`src/rtl/alu4_ctrl.sv`:
```
// Two-requester command front end for an 8-bit ALU operation.
// Each command runs as two 4-bit passes (low nibble, then high nibble) through one shared external ALU.
module alu4_ctrl (
    input  logic       clk,
    input  logic       rst,
    input  logic       req0_valid,
    output logic       req0_ready,
    input  logic [2:0] req0_op,
    input  logic [7:0] req0_a,
    input  logic [7:0] req0_b,
    input  logic       req1_valid,
    output logic       req1_ready,
    input  logic [2:0] req1_op,
    input  logic [7:0] req1_a,
    input  logic [7:0] req1_b,
    output logic       rsp_valid,
    input  logic       rsp_ready,
    output logic       rsp_id,
    output logic [7:0] rsp_result,
    output logic       rsp_zero,
    output logic       rsp_carry,
    output logic       rsp_overflow,
    output logic [3:0] alu_a,
    output logic [3:0] alu_b,
    output logic [2:0] alu_c,
    output logic       alu_cin,
    input  logic [3:0] alu_result,
    input  logic       alu_carry,
    input  logic       alu_overflow
);

    typedef enum logic [1:0] {IDLE = 2'd0, LO = 2'd1, HI = 2'd2, DONE = 2'd3} state_t;

    state_t     state, state_nxt;
    logic       last_id;
    logic       grant_any, grant_id, accept;
    logic [2:0] cmd_op;
    logic [7:0] cmd_a, cmd_b;
    logic       cmd_id;
    logic [3:0] lo_result_p0;
    logic       lo_carry_p0;
    logic [7:0] raw_p1, result_p1;

    function automatic logic is_arith(input logic [2:0] op);
        return op inside {3'b000, 3'b001, 3'b110, 3'b111};
    endfunction

    // Subtract-style ops run as an add of the inverted b with carry-in.
    function automatic logic is_sub(input logic [2:0] op);
        return op inside {3'b001, 3'b110, 3'b111};
    endfunction

    function automatic logic [2:0] alu_code(input logic [2:0] op);
        return is_sub(op) ? 3'b000 : op;
    endfunction

    function automatic logic [3:0] map_b(input logic [2:0] op, input logic [3:0] nib);
        return is_sub(op) ? ~nib : nib;
    endfunction

    // Ties go to the port that did not win last; ready is held off while rst is high.
    always_comb begin
        grant_any  = req0_valid | req1_valid;
        grant_id   = (req0_valid && req1_valid) ? ~last_id : req1_valid;
        accept     = (state == IDLE) && grant_any && !rst;
        req0_ready = accept && !grant_id;
        req1_ready = accept && grant_id;
    end

    always_comb begin
        state_nxt = state;
        case (state)
            IDLE:    if (accept) state_nxt = LO;
            LO:      state_nxt = HI;
            HI:      state_nxt = DONE;
            DONE:    if (rsp_ready) state_nxt = IDLE;
            default: state_nxt = IDLE;
        endcase
    end

    always_comb begin
        alu_a   = 4'd0;
        alu_b   = 4'd0;
        alu_c   = 3'd0;
        alu_cin = 1'b0;
        case (state)
            LO: begin
                alu_a   = cmd_a[3:0];
                alu_b   = map_b(cmd_op, cmd_b[3:0]);
                alu_c   = alu_code(cmd_op);
                alu_cin = is_sub(cmd_op);
            end
            HI: begin
                alu_a   = cmd_a[7:4];
                alu_b   = map_b(cmd_op, cmd_b[7:4]);
                alu_c   = alu_code(cmd_op);
                alu_cin = is_arith(cmd_op) & lo_carry_p0;
            end
            default: ;
        endcase
    end

    // Signed less-than is the sign of a-b corrected by overflow.
    always_comb begin
        raw_p1 = {alu_result, lo_result_p0};
        case (cmd_op)
            3'b110:  result_p1 = {7'b0, raw_p1[7] ^ alu_overflow};
            3'b111:  result_p1 = {7'b0, raw_p1 == 8'h00};
            default: result_p1 = raw_p1;
        endcase
    end

    always_ff @(posedge clk or posedge rst) begin
        if (rst) begin
            state        <= IDLE;
            last_id      <= 1'b1;
            cmd_op       <= 3'd0;
            cmd_a        <= 8'd0;
            cmd_b        <= 8'd0;
            cmd_id       <= 1'b0;
            lo_result_p0 <= 4'd0;
            lo_carry_p0  <= 1'b0;
            rsp_result   <= 8'd0;
            rsp_zero     <= 1'b0;
            rsp_carry    <= 1'b0;
            rsp_overflow <= 1'b0;
        end else begin
            state <= state_nxt;
            if (accept) begin
                last_id <= grant_id;
                cmd_id  <= grant_id;
                cmd_op  <= grant_id ? req1_op : req0_op;
                cmd_a   <= grant_id ? req1_a  : req0_a;
                cmd_b   <= grant_id ? req1_b  : req0_b;
            end
            // p0: low-nibble pass result captured
            if (state == LO) begin
                lo_result_p0 <= alu_result;
                lo_carry_p0  <= alu_carry;
            end
            // p1: high-nibble pass completes the response
            if (state == HI) begin
                rsp_result   <= result_p1;
                rsp_zero     <= (raw_p1 == 8'h00);
                rsp_carry    <= is_arith(cmd_op) & alu_carry;
                rsp_overflow <= is_arith(cmd_op) & alu_overflow;
            end
        end
    end

    assign rsp_valid = (state == DONE);
    assign rsp_id    = cmd_id;

endmodule

```
`config.mk`:
```
export PLATFORM = sky130hd
export DESIGN_NAME = alu4_ctrl
export DESIGN_NICKNAME = d
export VERILOG_FILES = /design/src/rtl/alu4_ctrl.sv
export SDC_FILE = /design/constraint.sdc
export NUM_CORES = 1
export LEC_CHECK = 0
export CAP_MARGIN = 20
export CORE_UTILIZATION = 50
export CTS_CLUSTER_SIZE = 25
export DETAILED_ROUTE_END_ITERATION = 8
export DONT_BUFFER_PORTS = 1
export GPL_TIMING_DRIVEN = 0
export SLEW_MARGIN = 25
export SYNTH_ARGS = -nofsm -noshare
export SYNTH_HDL_FRONTEND = slang
export SYNTH_SLANG_ARGS = --single-unit
```
`constraint.sdc`:
```
create_clock -name clk -period 4.5 [get_ports clk]
set_input_delay 0.9 -clock clk [delete_from_list [all_inputs] [get_ports clk]]
set_output_delay 0.9 -clock clk [all_outputs]
set_load 0.01 [all_outputs]
```
; Word-level counts from Yosys, hierarchy flattened
; Cells that the tools add are included.
[totals]
regBits = 39
out_inout_bits = 27
in_bits = 49
[classes]
reduce_logical = 14
muxes = 15
bitwise = 8
eq_ne = 8
[op_table]
columns = op, count
row1 = 2-to-1 mux 8 bit, 2
row2 = one-hot mux 4 bit (2 select lines), 2
row3 = one-hot mux 8 bit (2 select lines), 1
row4 = 2-to-1 mux 3 bit, 3
row5 = logical NOT 8 bit, 1
row6 = 2-to-1 mux 4 bit, 2
row7 = NOT 4 bit, 2
row8 = one-hot mux 2 bit (4 select lines), 1
row9 = "equality test 3 bit, second input constant", 2
row10 = logical AND 1 bit, 5
row11 = "equality test 2 bit, second input constant", 2
row12 = 2-to-1 mux 2 bit, 2
row13 = nonzero test 4 bit, 1
row14 = AND 1 bit, 3
row15 = "equality test 3 x 1 -> 1 bit, second input constant", 1
row16 = logical NOT 3 bit, 1
row17 = nonzero test 3 bit, 1
row18 = "equality test 2 x 1 -> 1 bit, second input constant", 1
row19 = logical NOT 1 bit, 2
row20 = logical NOT 2 bit, 1
row21 = "!= test 2 x 1 -> 1 bit, second input constant", 1
row22 = "!= test 2 bit, second input constant", 1
row23 = one-hot mux 1 bit (2 select lines), 1
row24 = AND reduction 2 bit, 1
row25 = other kinds (5), 5

; Logic depth before layout (Yosys ltp)
; Gate-level depths: netlist (run 1).
[depth]
depth_word = 5
mapped_depth = 7
ltp_nobuf = 6

; Least setup slack after synthesis (run 1)
; OpenSTA, ideal clock, no wires.
[synth_path]
path_type = register -> output
start = reg state[0]
end = out alu_cin
stages_incl_launch_ff = 7
path_buffers = 2
t_arrival_ns = 1.484
setup_slack_ns = 2.116
cell_sequence = dfrtp_1 -> inv_1 -> ha_1 -> buf_2 -> clkbuf_1 -> o21ai_0 -> nor3_1
[synth_via]
elab_chain_cells = 2
word_cells_on_any_way = 3
[synth_rtl]
columns = item, line_no
row1 = start: declaration, 34  ; state_t state, state_nxt;
row2 = start signal: assignment, 128  ; state <= state_nxt;
row3 = equality test 2 bit or equality test 2 x 1 -> 1 bit (tied branches), 86  ; case (state)
row4 = one-hot mux 1 bit (2 select lines) (*), 86
row5 = end: declaration, 26  ; output logic alu_cin,
; Mark *: on every way between the ends. The rest lies on a longest branch, timed or not.

; Worst setup path in the final report (run 1)
; Ends and elaborated chain as after synthesis.

==> impl_metrics.env, run 1 <==
export IMPL_grt_first_pass_wirelength_um=7940
export IMPL_grt_max_degree=26
export IMPL_layout_drive_gt1_share=0.150
export IMPL_grt_pass1_vias=1704
export IMPL_start_kind="register"
export IMPL_worstPathRequired_ns=3.60
export IMPL_syn_to_final_growth_pct=10.0
export IMPL_min_period_ns=3.03
export IMPL_grtUsageMet1=0.304
export IMPL_synth_area_top_cells="dfrtp_1, a221o_1, and2_0"
export IMPL_synth_nets=258
export IMPL_pre_cts_ws_ns=1.79
export IMPL_slew_headroom=0.704
export IMPL_cts_htree_levels=2
export IMPL_via_count=1630
export IMPL_drt_iter0_markers=138
export IMPL_hold_buffers=0
export IMPL_status="complete, no violations"
export IMPL_critical_path_class="reg2out"
export IMPL_arrival_ns=2.13
export IMPL_wl_um=4800
export IMPL_die_area_um2=4340
export IMPL_ff2ff_path_depth=6
export IMPL_global_route_peak_usage_layer="met2"
export IMPL_core_area_um2=3800
export IMPL_tns_ns=0
export IMPL_ys_flop_type="dfrtp_1"
export IMPL_use_met2=0.408
export IMPL_synth_commonest_cells="dfrtp_1, a221o_1, and2_0, nand3_1"
export IMPL_skew_ns=0.00687
export IMPL_async_flop_share=1.00
export IMPL_initial_core_util=0.538
export IMPL_insertion_delay_ns=0.29
export IMPL_diodes=0
export IMPL_drc=0
export IMPL_p_leak_nw=1.02
export IMPL_post_route_period_util=0.673
export IMPL_critPathCapture="alu_cin"
export IMPL_fmax_ghz=0.330
export IMPL_reg2reg_setup_slack_ns=2.76
export IMPL_ant_nets=0
export IMPL_cellPowerDensity_nw_per_um2=741
export IMPL_rr_endpoint="state[1]"
export IMPL_first_pass_iters=4
export IMPL_yosys_area_top_type_share=0.466
export IMPL_cp_max_fo=10
export IMPL_cts_inserted_buffers=5
export IMPL_synthesis_instances=205
export IMPL_place_gp_congestion=0.907
export IMPL_cts_setup_buffers=0
export IMPL_yosysWarnings=0
export IMPL_synth_cell_types=33
export IMPL_syn_area_um2=2040
export IMPL_synth_edf_count=0
export IMPL_cts_max_path_buffers=2
export IMPL_track_usage=0.246
export IMPL_antenna_found_initial=0
export IMPL_seq_area_frac_synth=0.479
export IMPL_worst_pin_slew_ns=0.441
export IMPL_reg2reg_from="state[0]"
export IMPL_worst_slack_ns=1.47
export IMPL_portBuffers=0
export IMPL_hpwl_um=3620
export IMPL_ir_drop_mv=0.372
export IMPL_wl_per_cell_um=18.3
export IMPL_hold_class="in2async"
export IMPL_synth_seq_cells=39
export IMPL_clkTransAtPathRegs_ns=0.08
export IMPL_crit_start="state[0]"
export IMPL_die_y_um=65.9
export IMPL_cts_sinks=39
export IMPL_vias_per_cell=6.22
export IMPL_final_nets=266
export IMPL_yosysTopAreaCell="dfrtp_1"
export IMPL_die_w_um=65.9
export IMPL_hold_slack_ns=0.455
export IMPL_grt_setup_unrepaired="false"
export IMPL_globalRouteMet3Util=0.0741
export IMPL_finalMaxSlewViolations=0
export IMPL_finalHoldViolCount=0
export IMPL_overflow=0
export IMPL_num_io_pins=76
export IMPL_setup_viol=0
export IMPL_crit_path_end_kind="primary output"
export IMPL_total_power_mw=1.66
export IMPL_cts_root_buffer_cell="clkbuf_8"
export IMPL_cts_resized=0
export IMPL_synth_most_common_cell="dfrtp_1"
export IMPL_drv_cap=0
export IMPL_row_count=22
export IMPL_cts_tree="done"
export IMPL_syn_area_per_cell_um2=9.96
-- worst min-delay path by stage --
stage,endpoint,depth (start not counted)
2_1_floorplan,cmd_a[4],1
3_3_place_gp,cmd_a[0],1
3_5_place_dp,cmd_a[1],1
4_1_cts,rsp_result[1],1
5_1_grt,cmd_b[7],1
6_report,rsp_result[1],1
-- area by class of cell --
type	count	area, um2
Multi-Input combinational cell	140	941
Timing Repair Buffer	1	27.5
Buffer	13	75.1
Clock inverter	2	35.0
Tap cell	48	60.1
Sequential cell	39	977
Clock buffer	6	82.6
Inverter	13	48.8
Fill cell	326	1550
-- routing by layer --
| layer | vias to the layer above | share of wire |
|---|---|---|
| li1 | 744 | - |
| met1 | 820 | 0.42 |
| met2 | 62 | 0.49 |
| met3 | 4 | 0.080 |
| met4 | 0 | 0.0075 |
| met5 | - | 0 |
-- critical path, cell delays in order (launching register included) --
cell and delay [ns]:
dfrtp_1 0.40, inv_1 0.08, ha_1 0.28, buf_2 0.20
clkbuf_1 0.32, o21ai_0 0.15, nor3_1 0.41
-- state kept, by name, indices dropped and copies added (netlist names) --
| register | count |
|---|---|
| rsp_id | 1 |
| last_id | 1 |
| cmd_op | 3 |
| lo_result_p0 | 4 |
| lo_carry_p0 | 1 |
| rsp_overflow | 1 |
| rsp_zero | 1 |
| rsp_result | 8 |
| cmd_a | 8 |
| state | 2 |
| cmd_b | 8 |
| rsp_carry | 1 |
-- cell usage in the layout, fill, tap and decap left out --
| cell type | instances |
|---|---|
| or4_1 | 2 |
| o21ai_0 | 12 |
| a22oi_1 | 4 |
| and3_4 | 1 |
| buf_6 | 2 |
| nor2b_2 | 1 |
| o22ai_1 | 2 |
| xor2_1 | 1 |
| buf_2 | 9 |
| nor3_1 | 1 |
| a31oi_1 | 1 |
| nand3_1 | 15 |
| nor2b_1 | 6 |
| xnor2_1 | 1 |
| dfstp_2 | 1 |
| o32a_1 | 1 |
| mux2_2 | 7 |
| a21o_1 | 7 |
| a21oi_1 | 4 |
| clkbuf_8 | 6 |
| a21oi_2 | 1 |
| o21ai_1 | 2 |
| and2_0 | 17 |
| clkbuf_1 | 2 |
| dfrtp_1 | 38 |
| and3_1 | 2 |
| bufinv_16 | 1 |
| inv_2 | 1 |
| ha_1 | 4 |
| inv_1 | 12 |
| nand2_1 | 11 |
| and2_1 | 3 |
| nand2b_1 | 1 |
| nor2_1 | 13 |
| a221o_1 | 19 |
| clkinv_2 | 1 |
| nor3b_1 | 1 |
| buf_16 | 1 |
-- kinds of logic after synthesis --
logic type,Yosys count,synth area share
simple gates,74,0.193
flops,39,0.479
compound gates,53,0.196
buf+inv,26,0.0607
mux,7,0.0386
xor+xnor,2,0.00858
fa+ha+maj,4,0.0245
-- through the flow --
stage	instances	cell area, um2	util
floorplan	205	2040	-
global placement	253	2100	0.553
detailed placement	254	2130	0.561
CTS	262	2250	0.592
global route	262	2250	0.592
finish	262	2250	0.592
-- power by group --
part	leakage, nW	switching [mW]	internal [mW]
clock	0.0612	0.127	0.180
sequential	0.483	0.149	0.517
combinational	0.473	0.389	0.303
total	1.02	0.665	1.00
(Power assumes the default switching activity.)
==> run 2: changes to the inputs <==
- clock period: 4.5 -> 3.15 ns (I/O delays scaled with it)
==> results of run 2 <==
Same layout as run 1 (identical final DEF). Status: complete, no violations.
Among the figures that moved: setup slack after placement 1.79 ns -> 0.713 ns; setup slack after layout 1.47 ns -> 0.391 ns; hold slack 0.455 ns -> 0.185 ns; register-to-register setup slack 2.76 ns -> 1.41 ns; total power 1.66 mW -> 2.38 mW; worst IR drop on VDD 0.372 mV -> 0.531 mV
